<file path="config.mk">
export PLATFORM = sky130hd
export DESIGN_NAME = core_dmem_lsu
export DESIGN_NICKNAME = d
export VERILOG_FILES = /design/src/rtl/core_dmem_lsu.sv
export SDC_FILE = /design/constraint.sdc
export NUM_CORES = 1
export LEC_CHECK = 0
export BUFFER_PORTS_ARGS = -buffer_cell sky130_fd_sc_hd__buf_2
export CORE_MARGIN = 2
export CORE_UTILIZATION = 40
export DETAILED_ROUTE_END_ITERATION = 8
export PLACE_DENSITY = 0.7
export SETUP_SLACK_MARGIN = 0.1
export SYNTH_ARGS = -nofsm -noshare
export SYNTH_HDL_FRONTEND = slang
export SYNTH_SLANG_ARGS = --single-unit
</file>
<file path="constraint.sdc">
create_clock -name CLK -period 1.85 [get_ports CLK]
set_input_delay 0.37 -clock CLK [delete_from_list [all_inputs] [get_ports CLK]]
set_output_delay 0.37 -clock CLK [all_outputs]
set_load 0.1 [all_outputs]
</file>
<file path="src/rtl/core_dmem_lsu.sv">
// core_dmem_lsu: MEM-stage load/store unit, EX/MEM requests to AXI4-Lite data bus.
// Optional bus-error reporting is enabled with `define LSU_BUS_ERR_EN.
//
// Ports:
//   CLK, RST           core clock, synchronous active-high reset
//   C_MEMREAD/WRITE    EX/MEM load / store request (read wins if both)
//   FUNCT3, ADDR       access size/sign and effective address
//   WDATA              store data (rs2)
//   RDATA              aligned, extended load data to MEM/WB (held)
//   DONE               one-cycle completion pulse
//   LSU_FAULT          misaligned/illegal access pulse (with DONE)
//   HCU_DMEM_BUSY      stall request to the hazard unit
//   M_AXI_*            AXI4-Lite master (AW, W, B, AR, R channels)
//   LSU_BUS_ERR        non-OKAY response pulse (0 unless LSU_BUS_ERR_EN)
module core_dmem_lsu #(
    parameter int ADDR_WIDTH     = 32,
    parameter bit WORD_ALIGN_BUS = 1'b1
) (
    input  logic                  CLK,
    input  logic                  RST,
    input  logic                  C_MEMREAD,
    input  logic                  C_MEMWRITE,
    input  logic [2:0]            FUNCT3,
    input  logic [31:0]           ADDR,
    input  logic [31:0]           WDATA,
    output logic [31:0]           RDATA,
    output logic                  DONE,
    output logic                  LSU_FAULT,
    output logic                  HCU_DMEM_BUSY,
    output logic [ADDR_WIDTH-1:0] M_AXI_AWADDR,
    output logic                  M_AXI_AWVALID,
    input  logic                  M_AXI_AWREADY,
    output logic [31:0]           M_AXI_WDATA,
    output logic [3:0]            M_AXI_WSTRB,
    output logic                  M_AXI_WVALID,
    input  logic                  M_AXI_WREADY,
    input  logic [1:0]            M_AXI_BRESP,
    input  logic                  M_AXI_BVALID,
    output logic                  M_AXI_BREADY,
    output logic [ADDR_WIDTH-1:0] M_AXI_ARADDR,
    output logic                  M_AXI_ARVALID,
    input  logic                  M_AXI_ARREADY,
    input  logic [31:0]           M_AXI_RDATA,
    input  logic [1:0]            M_AXI_RRESP,
    input  logic                  M_AXI_RVALID,
    output logic                  M_AXI_RREADY,
    output logic                  LSU_BUS_ERR
);

    typedef enum logic [2:0] {
        ST_IDLE,
        ST_RADDR,
        ST_RDATA,
        ST_WADDR,
        ST_WRESP,
        ST_DONE
    } state_t;

    state_t      state;
    state_t      state_nx;

    logic [31:0] addr_q;
    logic [2:0]  funct3_q;
    logic [3:0]  wstrb_q;
    logic [31:0] wdata_q;
    logic        aw_done_q;
    logic        w_done_q;
    logic        fault_q;
    logic [31:0] rdata_q;

    logic        req;
    logic        rd_req;
    logic        legal_ld;
    logic        legal_st;
    logic        misal;
    logic        bad_req;
    logic [3:0]  st_strb;
    logic [31:0] st_data;
    logic [31:0] ld_lane;
    logic [31:0] ld_ext;
    logic [ADDR_WIDTH-1:0] bus_addr;

    // ---------------- request decode ----------------
    assign req    = C_MEMREAD | C_MEMWRITE;
    assign rd_req = C_MEMREAD;

    always_comb begin
        legal_ld = 1'b0;
        legal_st = 1'b0;
        unique case (FUNCT3)
            3'b000, 3'b001, 3'b010: begin
                legal_ld = 1'b1;
                legal_st = 1'b1;
            end
            3'b100, 3'b101: legal_ld = 1'b1;
            default: ;
        endcase
    end

    assign misal = ((FUNCT3[1:0] == 2'b01) && ADDR[0]) ||
                   ((FUNCT3[1:0] == 2'b10) && (ADDR[1:0] != 2'b00));

    assign bad_req = rd_req ? (!legal_ld || misal) : (!legal_st || misal);

    // Store data is replicated so the slave can pick any lane via WSTRB.
    always_comb begin
        st_strb = 4'b1111;
        st_data = WDATA;
        unique case (FUNCT3[1:0])
            2'b00: begin
                st_strb = 4'b0001 << ADDR[1:0];
                st_data = {4{WDATA[7:0]}};
            end
            2'b01: begin
                st_strb = 4'b0011 << ADDR[1:0];
                st_data = {2{WDATA[15:0]}};
            end
            default: ;
        endcase
    end

    // ---------------- load extraction ----------------
    assign ld_lane = M_AXI_RDATA >> {addr_q[1:0], 3'b000};

    always_comb begin
        ld_ext = ld_lane;
        unique case (funct3_q)
            3'b000: ld_ext = {{24{ld_lane[7]}}, ld_lane[7:0]};
            3'b001: ld_ext = {{16{ld_lane[15]}}, ld_lane[15:0]};
            3'b100: ld_ext = {24'h0, ld_lane[7:0]};
            3'b101: ld_ext = {16'h0, ld_lane[15:0]};
            default: ;
        endcase
    end

    always_comb begin
        bus_addr = addr_q[ADDR_WIDTH-1:0];
        if (WORD_ALIGN_BUS)
            bus_addr[1:0] = 2'b00;
    end

`ifdef LSU_BUS_ERR_EN
    logic bus_err_q;
    assign LSU_BUS_ERR = (state == ST_DONE) && bus_err_q;
`else
    assign LSU_BUS_ERR = 1'b0;
`endif

    // ---------------- state and datapath registers ----------------
    always_ff @(posedge CLK) begin
        if (RST) begin
            state     <= ST_IDLE;
            addr_q    <= '0;
            funct3_q  <= '0;
            wstrb_q   <= '0;
            wdata_q   <= '0;
            aw_done_q <= 1'b0;
            w_done_q  <= 1'b0;
            fault_q   <= 1'b0;
            rdata_q   <= '0;
`ifdef LSU_BUS_ERR_EN
            bus_err_q <= 1'b0;
`endif
        end else begin
            state <= state_nx;
            unique case (state)
                ST_IDLE: begin
                    if (req) begin
                        addr_q    <= ADDR;
                        funct3_q  <= FUNCT3;
                        wstrb_q   <= st_strb;
                        wdata_q   <= st_data;
                        aw_done_q <= 1'b0;
                        w_done_q  <= 1'b0;
                        fault_q   <= bad_req;
`ifdef LSU_BUS_ERR_EN
                        bus_err_q <= 1'b0;
`endif
                    end
                end
                ST_RDATA: begin
                    if (M_AXI_RVALID) begin
`ifdef LSU_BUS_ERR_EN
                        bus_err_q <= (M_AXI_RRESP != 2'b00);
                        rdata_q   <= (M_AXI_RRESP != 2'b00) ? 32'h0 : ld_ext;
`else
                        rdata_q   <= ld_ext;
`endif
                    end
                end
                ST_WADDR: begin
                    if (M_AXI_AWREADY)
                        aw_done_q <= 1'b1;
                    if (M_AXI_WREADY)
                        w_done_q <= 1'b1;
                end
                ST_WRESP: begin
`ifdef LSU_BUS_ERR_EN
                    if (M_AXI_BVALID)
                        bus_err_q <= (M_AXI_BRESP != 2'b00);
`endif
                end
                default: ;
            endcase
        end
    end

    // ---------------- next state and outputs ----------------
    always_comb begin
        state_nx      = state;
        HCU_DMEM_BUSY = 1'b0;
        DONE          = 1'b0;
        LSU_FAULT     = 1'b0;
        M_AXI_ARVALID = 1'b0;
        M_AXI_RREADY  = 1'b0;
        M_AXI_AWVALID = 1'b0;
        M_AXI_WVALID  = 1'b0;
        M_AXI_BREADY  = 1'b0;
        unique case (state)
            ST_IDLE: begin
                HCU_DMEM_BUSY = req;
                if (req) begin
                    if (bad_req)
                        state_nx = ST_DONE;
                    else if (rd_req)
                        state_nx = ST_RADDR;
                    else
                        state_nx = ST_WADDR;
                end
            end
            ST_RADDR: begin
                HCU_DMEM_BUSY = 1'b1;
                M_AXI_ARVALID = 1'b1;
                if (M_AXI_ARREADY)
                    state_nx = ST_RDATA;
            end
            ST_RDATA: begin
                HCU_DMEM_BUSY = 1'b1;
                M_AXI_RREADY  = 1'b1;
                if (M_AXI_RVALID)
                    state_nx = ST_DONE;
            end
            ST_WADDR: begin
                HCU_DMEM_BUSY = 1'b1;
                M_AXI_AWVALID = !aw_done_q;
                M_AXI_WVALID  = !w_done_q;
                // Either channel may finish first; leave once both have.
                if ((aw_done_q || M_AXI_AWREADY) &&
                    (w_done_q || M_AXI_WREADY))
                    state_nx = ST_WRESP;
            end
            ST_WRESP: begin
                HCU_DMEM_BUSY = 1'b1;
                M_AXI_BREADY  = 1'b1;
                if (M_AXI_BVALID)
                    state_nx = ST_DONE;
            end
            ST_DONE: begin
                DONE      = 1'b1;
                LSU_FAULT = fault_q;
                state_nx  = ST_IDLE;
            end
            default: state_nx = ST_IDLE;
        endcase
    end

    assign RDATA        = rdata_q;
    assign M_AXI_ARADDR = bus_addr;
    assign M_AXI_AWADDR = bus_addr;
    assign M_AXI_WDATA  = wdata_q;
    assign M_AXI_WSTRB  = wstrb_q;

    // Response codes are only consumed when bus-error reporting is built in.
    logic unused_bits;
    assign unused_bits = ^{M_AXI_RRESP, M_AXI_BRESP, addr_q};

endmodule

</file>
==> run summary <==
Synth cell types -> 43
Ports -> 253
Synthesized cell area -> 0.005413 mm^2
Synth Flop Type -> dfxtp_1
Area leader, netlist -> dfxtp_1
Starting DRT DRC Count -> 284
# port buffers -> 243
Final max-slew violation count -> 0
Die footprint -> 0.01448 mm^2
CTS tree -> done
Yosys warnings -> 0
Pin count of the biggest net entering global routing -> 39
Vias -> 5,047
CTS Buf Count -> 9
Clock Latency Late Sink -> 0.35 ns
WL met2 -> 7077 um
Fmax -> 0.5751 GHz
Placement Cell Area -> 0.006564 mm^2
Least-Margin Pin Slew -> 0.5189 ns
M1 WL -> 6400 um
P&R area growth vs syn -> 28.94%
Setup violators final -> 0
Global-route usage over all layers -> 19.84%
Congestion Overflow GR -> 0
Endpoint class of the critical path -> output pin
Min cycle time layout -> 1.739 ns
Final Net Count -> 960
H-tree depth -> 3
Post-route DRC violation count -> 0
Hold Crit Class -> in2reg
Initial Util -> 40.87%
RSZ-0062 raised after global routing -> yes
Final std cells w/o fill -> 1,029
Root buffer cell -> clkbuf_16
Layout cell share with drive strength beyond 1 -> 39.16%
P_leak -> 3.187 nW
Worst path arrival time -> 1.37 ns
Sequential fraction of the synthesis area -> 40.31%
Cts hold-fix bufs -> 0
Vias in the first global route -> 4,579
Synth top area share -> 40.31%
Fin Hold WS -> 0.2459 ns
CP max FO -> 3
Initial antenna violation count -> 0
Fin. Hold Viols -> 0
Synth Register Bits -> 109
Hpwl dp -> 10,910 um
Clk_skew -> 0.01122 ns
Total power -> 11.02 mW
Reg clk slew, reported paths -> 0.08 ns
Worst rel slew slack -> 65.41%
Met3 wire length -> 1096 um
Clock Sinks -> 109
Placed insts -> 999
Vias per cell -> 4.905
Element type at the critical path start -> flip-flop
Peak supply drop -> 0.7892 mV
Placer Congestion -> 0.8798
Final Cell Area -> 0.006979 mm^2
Status -> finished, final reports clean
Chip height -> 120.3 um
Most area-consuming cells after synthesis -> dfxtp_1 40%, nand2_1 10%, buf_4 9.8%
Syn avg cell area -> 8.079 um^2
Cell area power density -> 1579 mW/mm^2
Async SR Flop Fraction -> 0%
Crit Path Class -> reg2out
Ant diodes -> 0
Worst endpoint required time -> 1.48 ns
Die width -> 120.3 um
Total wire length -> 14,960 um
Site Rows -> 42
Pre-Repair DR Iteration Count -> 4
Clk buf depth -> 2
Core Area -> 0.01324 mm^2
Number of synthesized flops with an enable pin -> 0
Gate Count Post-Synth -> 670
Global-route wire length before repair -> 23,030 um
WL/cell -> 14.54 um
Max layer used -> met4
Max-cap violations -> 0
Antenna violation net count after detailed routing -> 0
Period utilization -> 93.99%
sequential cells by signal, summed over array words and instances, names as in the netlist:
name and flops:
M_AXI_WDATA 32, RDATA 32, addr_q 32, M_AXI_WSTRB 4, funct3_q 3, state 3
aw_done_q 1, fault_q 1, w_done_q 1
power breakdown:
part           internal (mW)  total, mW  switching, mW
Combinational           1.30       6.17           4.88
Clock                  0.930       1.86          0.928
Sequential              2.74       2.99          0.243
Total                   4.97       11.0           6.05
cell usage after synthesis (2+ instances only):
cell,n
mux2_2,17
o21ai_0,13
nor2_1,54
o211ai_1,16
and3b_1,2
mux2i_1,25
o2bb2ai_1,7
buf_2,21
a211oi_1,24
or2_2,2
a311oi_1,10
a31oi_1,2
nand2b_1,2
nand3_1,2
nor2b_1,3
nand3b_1,2
dfxtp_1,109
and2_1,4
buf_4,71
a21oi_1,75
nand2_1,147
a21o_1,2
inv_1,2
clkbuf_1,24
nor3_1,15
buf_6,2
cells in the final DEF, fill, tap and decap left out, types with 3 or more instances in the layout:
cell       Yosys  final
mux2_2        17     17
clkbuf_16      0      9
dfxtp_1      109    106
a311oi_1      10     10
dfxtp_4        0      3
a21oi_1       75     75
nor2_4         0      3
o21ai_0       13     13
nand2_1      147    146
buf_4         71     29
mux2i_1       25     24
buf_12         0     15
nor2_1        54     52
o211ai_1      16     16
a211oi_1      24     24
buf_2         21    235
inv_6          0      3
conb_1         1      5
o2bb2ai_1      7      7
nor3_1        15     15
cells by family (layout without fill, tap and decap cells):
family                 count (synthesis)  count (layout)  synth area share (%)
AO/OA/AOI/OAI                        157             157                 18.59
buffers and inverters                121             300                 14.08
multiplexers                          43              43                 8.576
flip-flops                           109             109                 40.31
AND/OR/NAND/NOR                      239             239                 18.38
other                                  1               5               0.06928
worst paths after layout:
kind                       start  depth (start not counted)        endpoint  slack, ns
setup / recovery        state[0]                          4   HCU_DMEM_BUSY       0.11
hold / removal           ADDR[7]                          3       addr_q[7]       0.25
setup reg to reg       addr_q[1]                          6       RDATA[12]       0.18
hold reg to reg   M_AXI_WDATA[6]                          2  M_AXI_WDATA[6]       0.46
worst max-delay path: stages (launching register included):
cell	delay, ns
dfxtp_4	0.36
nor2_4	0.12
buf_6	0.11
mux2i_4	0.24
buf_12	0.20
cell type report:
cell class | instances | area [um^2]
well taps | 176 | 220.2
inverters | 3 | 11.26
clock inverters | 7 | 55.05
flip-flops and latches | 109 | 2193
fillers | 1287 | 6264
repair buffers | 281 | 1717
clock buffers | 9 | 225.2
multi-input cells | 444 | 2557
metal layers:
| layer | vias up | GRT usage, % |
|---|---|---|
| met1 | 2254 | 24.67 |
| met2 | 184 | 32.21 |
| met4 | 0 | 8.866 |
| li1 | 2582 | - |
| met3 | 27 | 5.330 |
| met5 | - | 0 |
stage by stage:
step                      setup slack, ns  utilization [%]  TNS [ns]
after global placement             0.1655            49.57         0
after CTS                         0.07900            52.38         0
after detailed placement           0.1542            49.57         0
after global routing              0.05729            52.70         0
final                              0.1112            52.70         0
after floorplan                   -0.1690                -    -4.555
what timing repair did:
action                                  4_1_cts  5_1_grt
setup buffers                                 8        5
cloned                                        1        0
resized for setup                             9        1
pin swaps                                     1        2
endpoints found under the setup margin        7        5
Power figures use the tool's default switching activity.
